### config.mk
export PLATFORM = sky130hd
export DESIGN_NAME = gf180mcu_fd_sc_mcu7t5v0__inv_rosc_ctrl
export DESIGN_NICKNAME = d
export VERILOG_FILES = /design/src/rtl/gf180mcu_fd_sc_mcu7t5v0__inv_rosc_ctrl.sv
export SDC_FILE = /design/constraint.sdc
export NUM_CORES = 1
export LEC_CHECK = 0
export ABC_AREA = 1
export CAP_MARGIN = 20
export CORE_UTILIZATION = 52
export DETAILED_ROUTE_END_ITERATION = 8
export DONT_BUFFER_PORTS = 1
export GPL_TIMING_DRIVEN = 1
export PLACE_DENSITY = 0.79
export SETUP_SLACK_MARGIN = 0.15
export SKIP_CTS_REPAIR_TIMING = 1
export SLEW_MARGIN = 15
export SYNTH_ARGS = -nofsm -noshare
export SYNTH_HDL_FRONTEND = slang
export SYNTH_SLANG_ARGS = --single-unit
### constraint.sdc
create_clock -name clk_i -period 2.2 [get_ports clk_i]
set_clock_uncertainty 0.15 [all_clocks]
set_input_delay 0.22 -clock clk_i [delete_from_list [all_inputs] [get_ports clk_i]]
set_output_delay 0.22 -clock clk_i [all_outputs]
set_load 0.03 [all_outputs]
### src/rtl/gf180mcu_fd_sc_mcu7t5v0__inv_rosc_ctrl.sv
// Ring-oscillator measurement controller: gates an inverter ring on, lets it settle, then
// counts synchronized OSC rising edges over a programmable window and reports the result.
module gf180mcu_fd_sc_mcu7t5v0__inv_rosc_ctrl #(
  parameter int unsigned CNT_W      = 16,
  parameter int unsigned WIN_W      = 16,
  parameter int unsigned SETTLE_CYC = 8
) (
  input  logic             clk_i,
  input  logic             rst_i,
  input  logic             start_i,
  input  logic             abort_i,
  input  logic [WIN_W-1:0] window_i,
  input  logic             osc_i,
  output logic             en_o,
  output logic             busy_o,
  output logic             done_o,
  output logic [CNT_W-1:0] count_o,
  output logic             ovf_o
);

  localparam int unsigned SetW = $clog2(SETTLE_CYC + 1);
  localparam int unsigned TmrW = (WIN_W > SetW) ? WIN_W : SetW;
  localparam logic [TmrW-1:0] SettleLast = TmrW'(SETTLE_CYC - 1);
  localparam logic [CNT_W-1:0] CntMax = '1;

  typedef enum logic [1:0] {StIdle, StSettle, StMeasure, StReport} state_e;

  state_e             state_q, state_d;
  logic [TmrW-1:0]    tmr_q, tmr_d;
  logic [WIN_W-1:0]   win_q, win_d;
  logic [CNT_W-1:0]   cnt_q, cnt_d;
  logic               wovf_q, wovf_d;
  logic [CNT_W-1:0]   count_q, count_d;
  logic               ovf_q, ovf_d;
  logic               en_q, en_d;
  logic               busy_q, busy_d;
  logic               done_q, done_d;

  // OSC is asynchronous: two-flop synchronizer followed by a registered rise detector
  logic sync1_q, sync2_q, prev_q, edge_q;

  always_ff @(posedge clk_i or posedge rst_i) begin
    if (rst_i) begin
      sync1_q <= 1'b0;
      sync2_q <= 1'b0;
      prev_q  <= 1'b0;
      edge_q  <= 1'b0;
    end else begin
      sync1_q <= osc_i;
      sync2_q <= sync1_q;
      prev_q  <= sync2_q;
      edge_q  <= sync2_q & ~prev_q;
    end
  end

  always_comb begin
    state_d = state_q;
    tmr_d   = tmr_q;
    win_d   = win_q;
    cnt_d   = cnt_q;
    wovf_d  = wovf_q;
    count_d = count_q;
    ovf_d   = ovf_q;

    if (state_q == StMeasure && edge_q) begin
      if (cnt_q == CntMax) begin
        wovf_d = 1'b1;
      end else begin
        cnt_d = cnt_q + CNT_W'(1);
      end
    end

    unique case (state_q)
      StIdle: begin
        if (start_i && !abort_i) begin
          state_d = StSettle;
          win_d   = window_i;
          tmr_d   = SettleLast;
          cnt_d   = '0;
          wovf_d  = 1'b0;
        end
      end
      StSettle: begin
        if (abort_i) begin
          state_d = StIdle;
        end else if (tmr_q == '0) begin
          // A zero window skips MEASURE entirely
          if (win_q == '0) begin
            state_d = StReport;
          end else begin
            state_d = StMeasure;
            tmr_d   = TmrW'(win_q) - TmrW'(1);
          end
        end else begin
          tmr_d = tmr_q - TmrW'(1);
        end
      end
      StMeasure: begin
        if (abort_i) begin
          state_d = StIdle;
        end else if (tmr_q == '0) begin
          state_d = StReport;
        end else begin
          tmr_d = tmr_q - TmrW'(1);
        end
      end
      StReport: begin
        state_d = StIdle;
      end
    endcase

    // Result is loaded on entry to REPORT so it includes the final MEASURE edge
    if (state_d == StReport) begin
      count_d = cnt_d;
      ovf_d   = wovf_d;
    end

    en_d   = (state_d == StSettle) || (state_d == StMeasure);
    busy_d = (state_d != StIdle);
    done_d = (state_d == StReport);
  end

  always_ff @(posedge clk_i or posedge rst_i) begin
    if (rst_i) begin
      state_q <= StIdle;
      tmr_q   <= '0;
      win_q   <= '0;
      cnt_q   <= '0;
      wovf_q  <= 1'b0;
      count_q <= '0;
      ovf_q   <= 1'b0;
      en_q    <= 1'b0;
      busy_q  <= 1'b0;
      done_q  <= 1'b0;
    end else begin
      state_q <= state_d;
      tmr_q   <= tmr_d;
      win_q   <= win_d;
      cnt_q   <= cnt_d;
      wovf_q  <= wovf_d;
      count_q <= count_d;
      ovf_q   <= ovf_d;
      en_q    <= en_d;
      busy_q  <= busy_d;
      done_q  <= done_d;
    end
  end

  assign en_o    = en_q;
  assign busy_o  = busy_q;
  assign done_o  = done_q;
  assign count_o = count_q;
  assign ovf_o   = ovf_q;

endmodule

==> results of run 1 <==
[synthesized netlist by cell type, types with 2 or more instances]
library cell | n | area (um^2)
a21o_1 | 3 | 22.5
a21oi_1 | 6 | 30.0
and2_1 | 2 | 12.5
buf_2 | 2 | 10.0
buf_4 | 3 | 22.5
buf_6 | 4 | 45.0
clkbuf_1 | 4 | 15.0
dfrtp_1 | 75 | 1880
ha_1 | 11 | 138
inv_1 | 69 | 259
inv_2 | 9 | 33.8
nand2_1 | 225 | 845
nand2_2 | 5 | 31.3
nand2_4 | 2 | 22.5
nand3_1 | 39 | 195
nand3_2 | 8 | 80.1
nand3b_1 | 2 | 15.0
nand4_1 | 9 | 56.3
nor2_1 | 59 | 221
nor2_2 | 18 | 113
nor2_4 | 6 | 67.6
o21ai_0 | 18 | 90.1
o21ai_1 | 17 | 85.1
or2_2 | 2 | 12.5
xnor2_1 | 3 | 26.3
xor2_1 | 10 | 87.6
[metrics by stage]
step / total power [mW] / hold WS [ps] / worst slack (ps)
after global routing: 6.63 / 98.8 / -24.0
after global placement: 4.18 / 101 / 83.3
after CTS: 5.70 / -274 / 13.5
final: 6.23 / 99.0 / 66.6
after floorplan: 3.63 / 101 / 149
after detailed placement: 4.25 / 101 / 32.4
[path summary, 6_finish.rpt]
check,startpoint,end
worst max register to register,state_q[1],count_o[1]
worst min register to register,sync1_q,sync2_q
max in group asynchronous,rst_i,count_o[6]
min in group asynchronous,rst_i,win_q[5]
worst max-delay path,state_q[1],count_o[1]
worst min-delay path,abort_i,tmr_q[13]
[area by class of cell]
cell class | instances | area (um^2) | area share [%]
Tap cell | 105 | 131 | 2.33
Clock inverter | 6 | 136 | 2.42
Clock buffer | 10 | 138 | 2.44
Inverter | 78 | 309 | 5.48
Multi-Input combinational cell | 455 | 2420 | 43.0
Timing Repair Buffer | 61 | 621 | 11.0
Sequential cell | 75 | 1880 | 33.3
[placed cells by master (no fill, tap or decap), types with 10 or more instances in the layout]
cell type | synthesis | routed
buf_4 | 3 | 33
clkbuf_8 | 0 | 10
dfrtp_1 | 75 | 74
dlygate4sd3_1 | 0 | 18
inv_1 | 69 | 63
inv_2 | 9 | 11
nand2_1 | 225 | 206
nand2_2 | 5 | 23
nand3_1 | 39 | 37
nand3_2 | 8 | 10
nor2_1 | 59 | 53
nor2_2 | 18 | 22
o21ai_0 | 18 | 17
o21ai_1 | 17 | 17
xor2_1 | 10 | 10
[metal layers]
layer / up-vias / routed length [um]
met3: 24 / 829
met5: - / 0
met2: 173 / 5520
met1: 1985 / 4940
met4: 0 / 276
li1: 2041 / -
[state kept, by name, indices dropped and copies added, names as in the netlist]
signal	flops
edge_q	1
sync1_q	1
prev_q	1
tmr_q	16
en_o	1
wovf_q	1
busy_o	1
win_q	16
ovf_o	1
count_o	16
cnt_q	16
done_o	1
sync2_q	1
state_q	2
[worst max-delay path, cell delays in order, from the launching register on]
cell and delay [ps]:
dfrtp_1 420, inv_2 140, ha_4 170, nand2_2 50, nor2_1 80, nand3_1 100
nand2_2 100, nand2_4 70, o21ai_2 60, a21o_1 180, ha_4 190, inv_8 50
clkbuf_16 150, o21ai_1 130
[where the power goes]
part / internal, mW / switching [mW]
Combinational: 1.15 / 1.73
Clock: 0.901 / 0.552
Sequential: 1.63 / 0.275
Total: 3.68 / 2.56
[kinds of logic (layout without fill, tap and decap cells)]
group                    count (synthesis)  in the layout  share of synthesized area, %
flip-flops                              75             75                          41.7
XOR/XNOR                                13             13                          2.53
buffers and inverters                   91            155                          8.57
AO/OA/AOI/OAI                           51             51                          6.43
AND/OR/NAND/NOR                        379            380                          37.7
adder cells (fa/ha/maj)                 11             11                          3.06
==> summary.md, run 1 <==
| Metric | Value |
|---|---|
| Max-cap violations | 0 |
| Antenna violations before repair | 0 |
| Hold crit path type | in2reg |
| Synthesized Nets | 652 |
| Die W | around 95 um |
| Worst VDD drop | 589 uV |
| Total GRT Usage | 25.5% |
| Worst EP required | 2340 ps |
| Initial DRC Count | 328 |
| Pleak | 2.87 nW |
| Io pins | between 40 and 50 |
| Share of flip-flops with an asynchronous set or reset | 100% |
| Final hold violations | 0 |
| Vias in the first global route | 3783 |
| Clk pin slew, worst setup/hold paths | 80 ps |
| Post-Syn Area | 4500 um^2 |
| Status | completed |
| Post-synthesis cell type count | 35 |
| CTS tree | done |
| R2R Setup Slk | 70 ps |
| Setup repair after global routing missed its margin | true |
| Grt met2 use | 40.5% |
| GRT Residual Overflow | 0 |
| Final Setup Violations | 0 |
| Design Area, Final | about 5600 um^2 |
| Worst-Margin Slew | between 800 and 900 ps |
| WP data arrival | between 2000 and 2500 ps |
| Worst-skew pair later-pin latency | 370 ps |
| Critical path peak fanout | 5 |
| CP Launch Type | flop |
| Hold path depth | 5 |
| Pin count of the biggest net entering global routing | 42 |
| # diodes | 0 |
| Tmin final | approximately 2100 ps |
| Clock tree buffer depth | 2 |
| Post-DP HPWL | 7590 um |
| Seq cells post-synth | 75 |
| Synth Instances | 620 |
| Via count | 4223 |
| Initial core utilization | 54.2% |
| Routed vias/inst | 5.35 |
| CP Capture Type | flop |
| Post-synthesis sequential area ratio | 41.7% |
| Post-DP Area | 4790 um^2 |
| Share of cells above drive strength 1 | 22.6% |
| FMAX | roughly 470 MHz |
| Filler cells | 587 |
| Total Nets Final | 712 |
| FF-to-FF path depth | 13 |
| # DRC | 0 |
| DR pass1 iterations | 5 |
| Buffers added on ports | 0 |
| Util after Layout | 67.9% |
| Yosys warns | 0 |
| Drt total wl | 11600 um |
| M1 GR Usage | 33.7% |
| Final period util | 97.0% |
| FP Rows | 33 |
| EDFF count, synth | 0 |
| H-tree depth | 3 |
| Gpl congestion | 0.919 |
| Grt peak-use layer | met2 |
| Finished Layout Cells | 790 |
| Slew headroom | 39.9% |
| Power density cells | roughly 1100 nW/um^2 |
| Die area | 9020 um^2 |
| Setup TNS | 0 ps |
| WL per Instance | 14.6 um |
| Synthesized area per cell | 7.25 um^2 |
| Die Ht | 95.0 um |
| Final ANT Viol Nets | 0 |
| Core ar. | 8300 um^2 |
| First-pass GRT wire length | around 17000 um |
| Met3 Track Usage GR | about 5.7% |
| Slew Limit Fails | 0 |
| WS Path Type | reg2reg |
| P&R area growth vs syn | 25.3% |
| Dpl cells | around 740 |
| CTS sink count | 75 |
| Root buf cell | clkbuf_8 |
| Ys flop type | dfrtp_1 |
| CTS Buf Count | 9 |
(Power assumes the default switching activity.)
==> inputs of run 2 (changes only) <==
--- a/config.mk
+++ b/config.mk
@@ -5,8 +5,7 @@
 export SDC_FILE = /design/constraint.sdc
 export NUM_CORES = 1
 export LEC_CHECK = 0
-export ABC_AREA = 1
-export CAP_MARGIN = 20
+export CAP_MARGIN = 40
 export CORE_UTILIZATION = 52
 export DETAILED_ROUTE_END_ITERATION = 8
 export DONT_BUFFER_PORTS = 1
==> run 2 against run 1 <==
The flow now finishes with violations (hold timing, setup timing); global-route usage rose by 1.5 points; total power up 15%; design area is 3.6% lower; combinational power is 23% higher; sequential cell count unchanged; sequential share of layout area grew 1.2 points; sequential power is 27% higher; synthesized area shrank 13%.
==> summary.md, run 2 <==
| Metric | Value |
|---|---|
| Synthesized Nets | 441 (-32%) |
| Post-synthesis sequential area ratio | 48.1% (+6.4 points) |
| Synthesized area per cell | 9.53 um^2 (+31%) |
| Seq cells post-synth | 75 (unchanged) |
| Util after Layout | 74.9% (+7.0 points) |
| Final Setup Violations | 40 (+40) |
| Critical path peak fanout | 8 (+3) |
| List of most frequent post-synthesis cells | 75 x dfrtp_1, 69 x nand2_1, 41 x nor2_1 |
| EDFF count, synth | 0 (unchanged) |
| FP Rows | 31 (-6.1%) |
| Synth Instances | 409 (-34%) |
| Dpl cells | 581 (-21%) |
| Synth top area share | 48.1% (+6.4 points) |
| CTS sink count | 75 (unchanged) |
| Buffers added on ports | 0 (unchanged) |
| Finished Layout Cells | 621 (-21%) |
| Worst EP required | 2330 ps (about the same) |
| Top post-synthesis cells by area | dfrtp_1 48%, nand2_1 6.6%, xnor2_1 5.4%, nor2_1 3.9%, ha_1 3.5% |
| Post-DP HPWL | 7210 um (-5.1%) |
| Design Area, Final | 5430 um^2 (-3.6%) |
| Via count | 3703 (-12%) |
| Ys flop type | dfrtp_1 |
| GRT Residual Overflow | 0 (unchanged) |
| Final worst slack | -529 ps (-595 ps) |
| Failing checks | hold timing, setup timing |
| Most common cell after layout, fill and taps aside | buf_4 |
| Post-Syn Area | 3900 um^2 (-13%) |
| FMAX | 366 MHz (-22%) |
| Slew Limit Fails | 0 (unchanged) |
| CTS tree | done |
| Total Nets Final | 549 (-23%) |
| Slew headroom | 60.7% (+21 points) |
| P&R area growth vs syn | 39.3% |
| First-pass GRT wire length | 15800 um (-9.1%) |
| Final period util | 124% (+27 points) |
| Setup repair after global routing missed its margin | true |
| Share of flip-flops with an asynchronous set or reset | 100% (unchanged) |
| Hold crit path type | in2reg |
| Status | complete, but fails checks |
| # DRC | 0 (unchanged) |
| # diodes | 0 (unchanged) |
| Root buf cell | clkbuf_8 |
| WS Path Type | reg2reg |
| Pin count of the biggest net entering global routing | 53 (+26%) |
| Filler cells | 425 (-28%) |
| Core ar. | 7250 um^2 (-13%) |
| Routed vias/inst | 5.96 (+12%) |
| Gpl congestion | 0.839 (-8.7%) |
| Total chip power | 7.14 mW (+15%) |
| Yosys warns | 0 (unchanged) |
| Most common cell in the netlist | dfrtp_1 |
| WL per Instance | 19.0 um (+30%) |
| Final hold violations | 2 (+2) |
| DP Worst Slack | -710 ps (-743 ps) |
| Min Hold Slack | -35.8 ps (-135 ps) |
| Post-DP Area | 4700 um^2 (-1.8%) |
| Post-synthesis cell type count | 56 (+60%) |
| DR pass1 iterations | 5 (unchanged) |
| Pleak | 2.43 nW (-15%) |
| CP Launch Type | flop |
| Share of cells above drive strength 1 | 33.7% (+11 points) |
| Initial core utilization | 53.8% (-0.43 points) |
| Total GRT Usage | 27.1% (+1.5 points) |
| Antenna violations before repair | 0 (unchanged) |
| Worst-Margin Slew | 588 ps (-311 ps) |
| Power density cells | 1310 nW/um^2 (+19%) |
| Die area | 7850 um^2 (-13%) |
| Setup TNS | -12210 ps (-12210 ps) |
| Top Layer Used | met4 |
| Tmin final | 2730 ps (+595 ps) |
| Leading cell types in the layout, fill and taps excluded | 82 x buf_4, 75 x dfrtp_1, 67 x nand2_1, 33 x nor2_1, 19 x xnor2_1 |
| Initial DRC Count | 420 (+28%) |
| Die W | 88.6 um (-6.7%) |
| Final ANT Viol Nets | 0 (unchanged) |
| Synth area leader | dfrtp_1 |
| Routed length on met1 | 4840 um (-2.2%) |
| Max-cap violations | 0 (unchanged) |
| Routed wire length on met2 | 5850 um (+6.0%) |
| CTS Buf Count | 9 (unchanged) |
| CP Capture Type | flop |
| Drt total wl | 11800 um (+1.9%) |
| WP data arrival | 2860 ps (+590 ps) |
| Die Ht | 88.6 um (-6.7%) |
| Worst VDD drop | 897 uV (+52%) |
| Clock tree buffer depth | 2 (unchanged) |
| Vias in the first global route | 3398 (-10%) |
| Worst-skew pair later-pin latency | 370 ps (about the same) |
| Met3 routed WL | 813 um (-1.9%) |
| Clk pin slew, worst setup/hold paths | 90 ps (about the same) |
| H-tree depth | 3 (unchanged) |
| Io pins | 41 (unchanged) |
-- run 2: power breakdown --
part           switching, mW  leakage [nW]  internal [mW]
Sequential             0.634         0.984           1.78
Clock                  0.616         0.107          0.557
Combinational           1.86          1.34           1.70
-- run 2: cell families (layout without fill, tap and decap cells) --
logic type	count (synthesis)	count (layout)	share of synthesized area, %
and+or+nand+nor	185	185	23.8
DFF	75	75	48.1
AOI/OAI and AO/OA	74	74	13.0
xor gates and xnor gates	30	30	6.74
buffers and inverters	27	140	2.82
adders and majority gates	11	11	3.53
muxes	7	7	1.96
-- run 2: layer usage --
| layer | vias to the layer above | global-route usage, % |
|---|---|---|
| met1 | 1833 | 34.1 |
| li1 | 1651 | - |
| met3 | 39 | 7.56 |
| met4 | 0 | 11.0 |
| met2 | 180 | 44.1 |
| met5 | - | 0 |
-- run 2: cell type report --
cell class / count / area (um^2) / share of cell area, %
timing repair buffer: 110 / 926 / 17.0
clock inverter: 7 / 91.3 / 1.68
sequential: 75 / 1880 / 34.6
multi-input combinational: 307 / 2230 / 41.0
clock buffer: 9 / 124 / 2.28
inverter: 14 / 63.8 / 1.17
tap: 99 / 124 / 2.28
-- run 2: critical path: stages, from the launching register on --
cell and delay, ps:
dfrtp_1 390, or4_4 560, nor4_4 210, a31oi_2 160
nand2b_4 180, o311ai_4 280, ha_4 300, nand2_4 90
buf_6 140, o2bb2ai_1 180
-- run 2: path summary, 6_finish.rpt --
path                               to  cells after the start     start  slack (ps)
min in group asynchronous      busy_o                      2     rst_i         240
max in group asynchronous    win_q[4]                      3     rst_i        1020
hold / removal             state_q[1]                      2   abort_i         -40
setup / recovery           count_o[0]                      9  win_q[7]        -530
setup reg to reg           count_o[0]                      9  win_q[7]        -530
hold reg to reg               sync2_q                      0   sync1_q         210
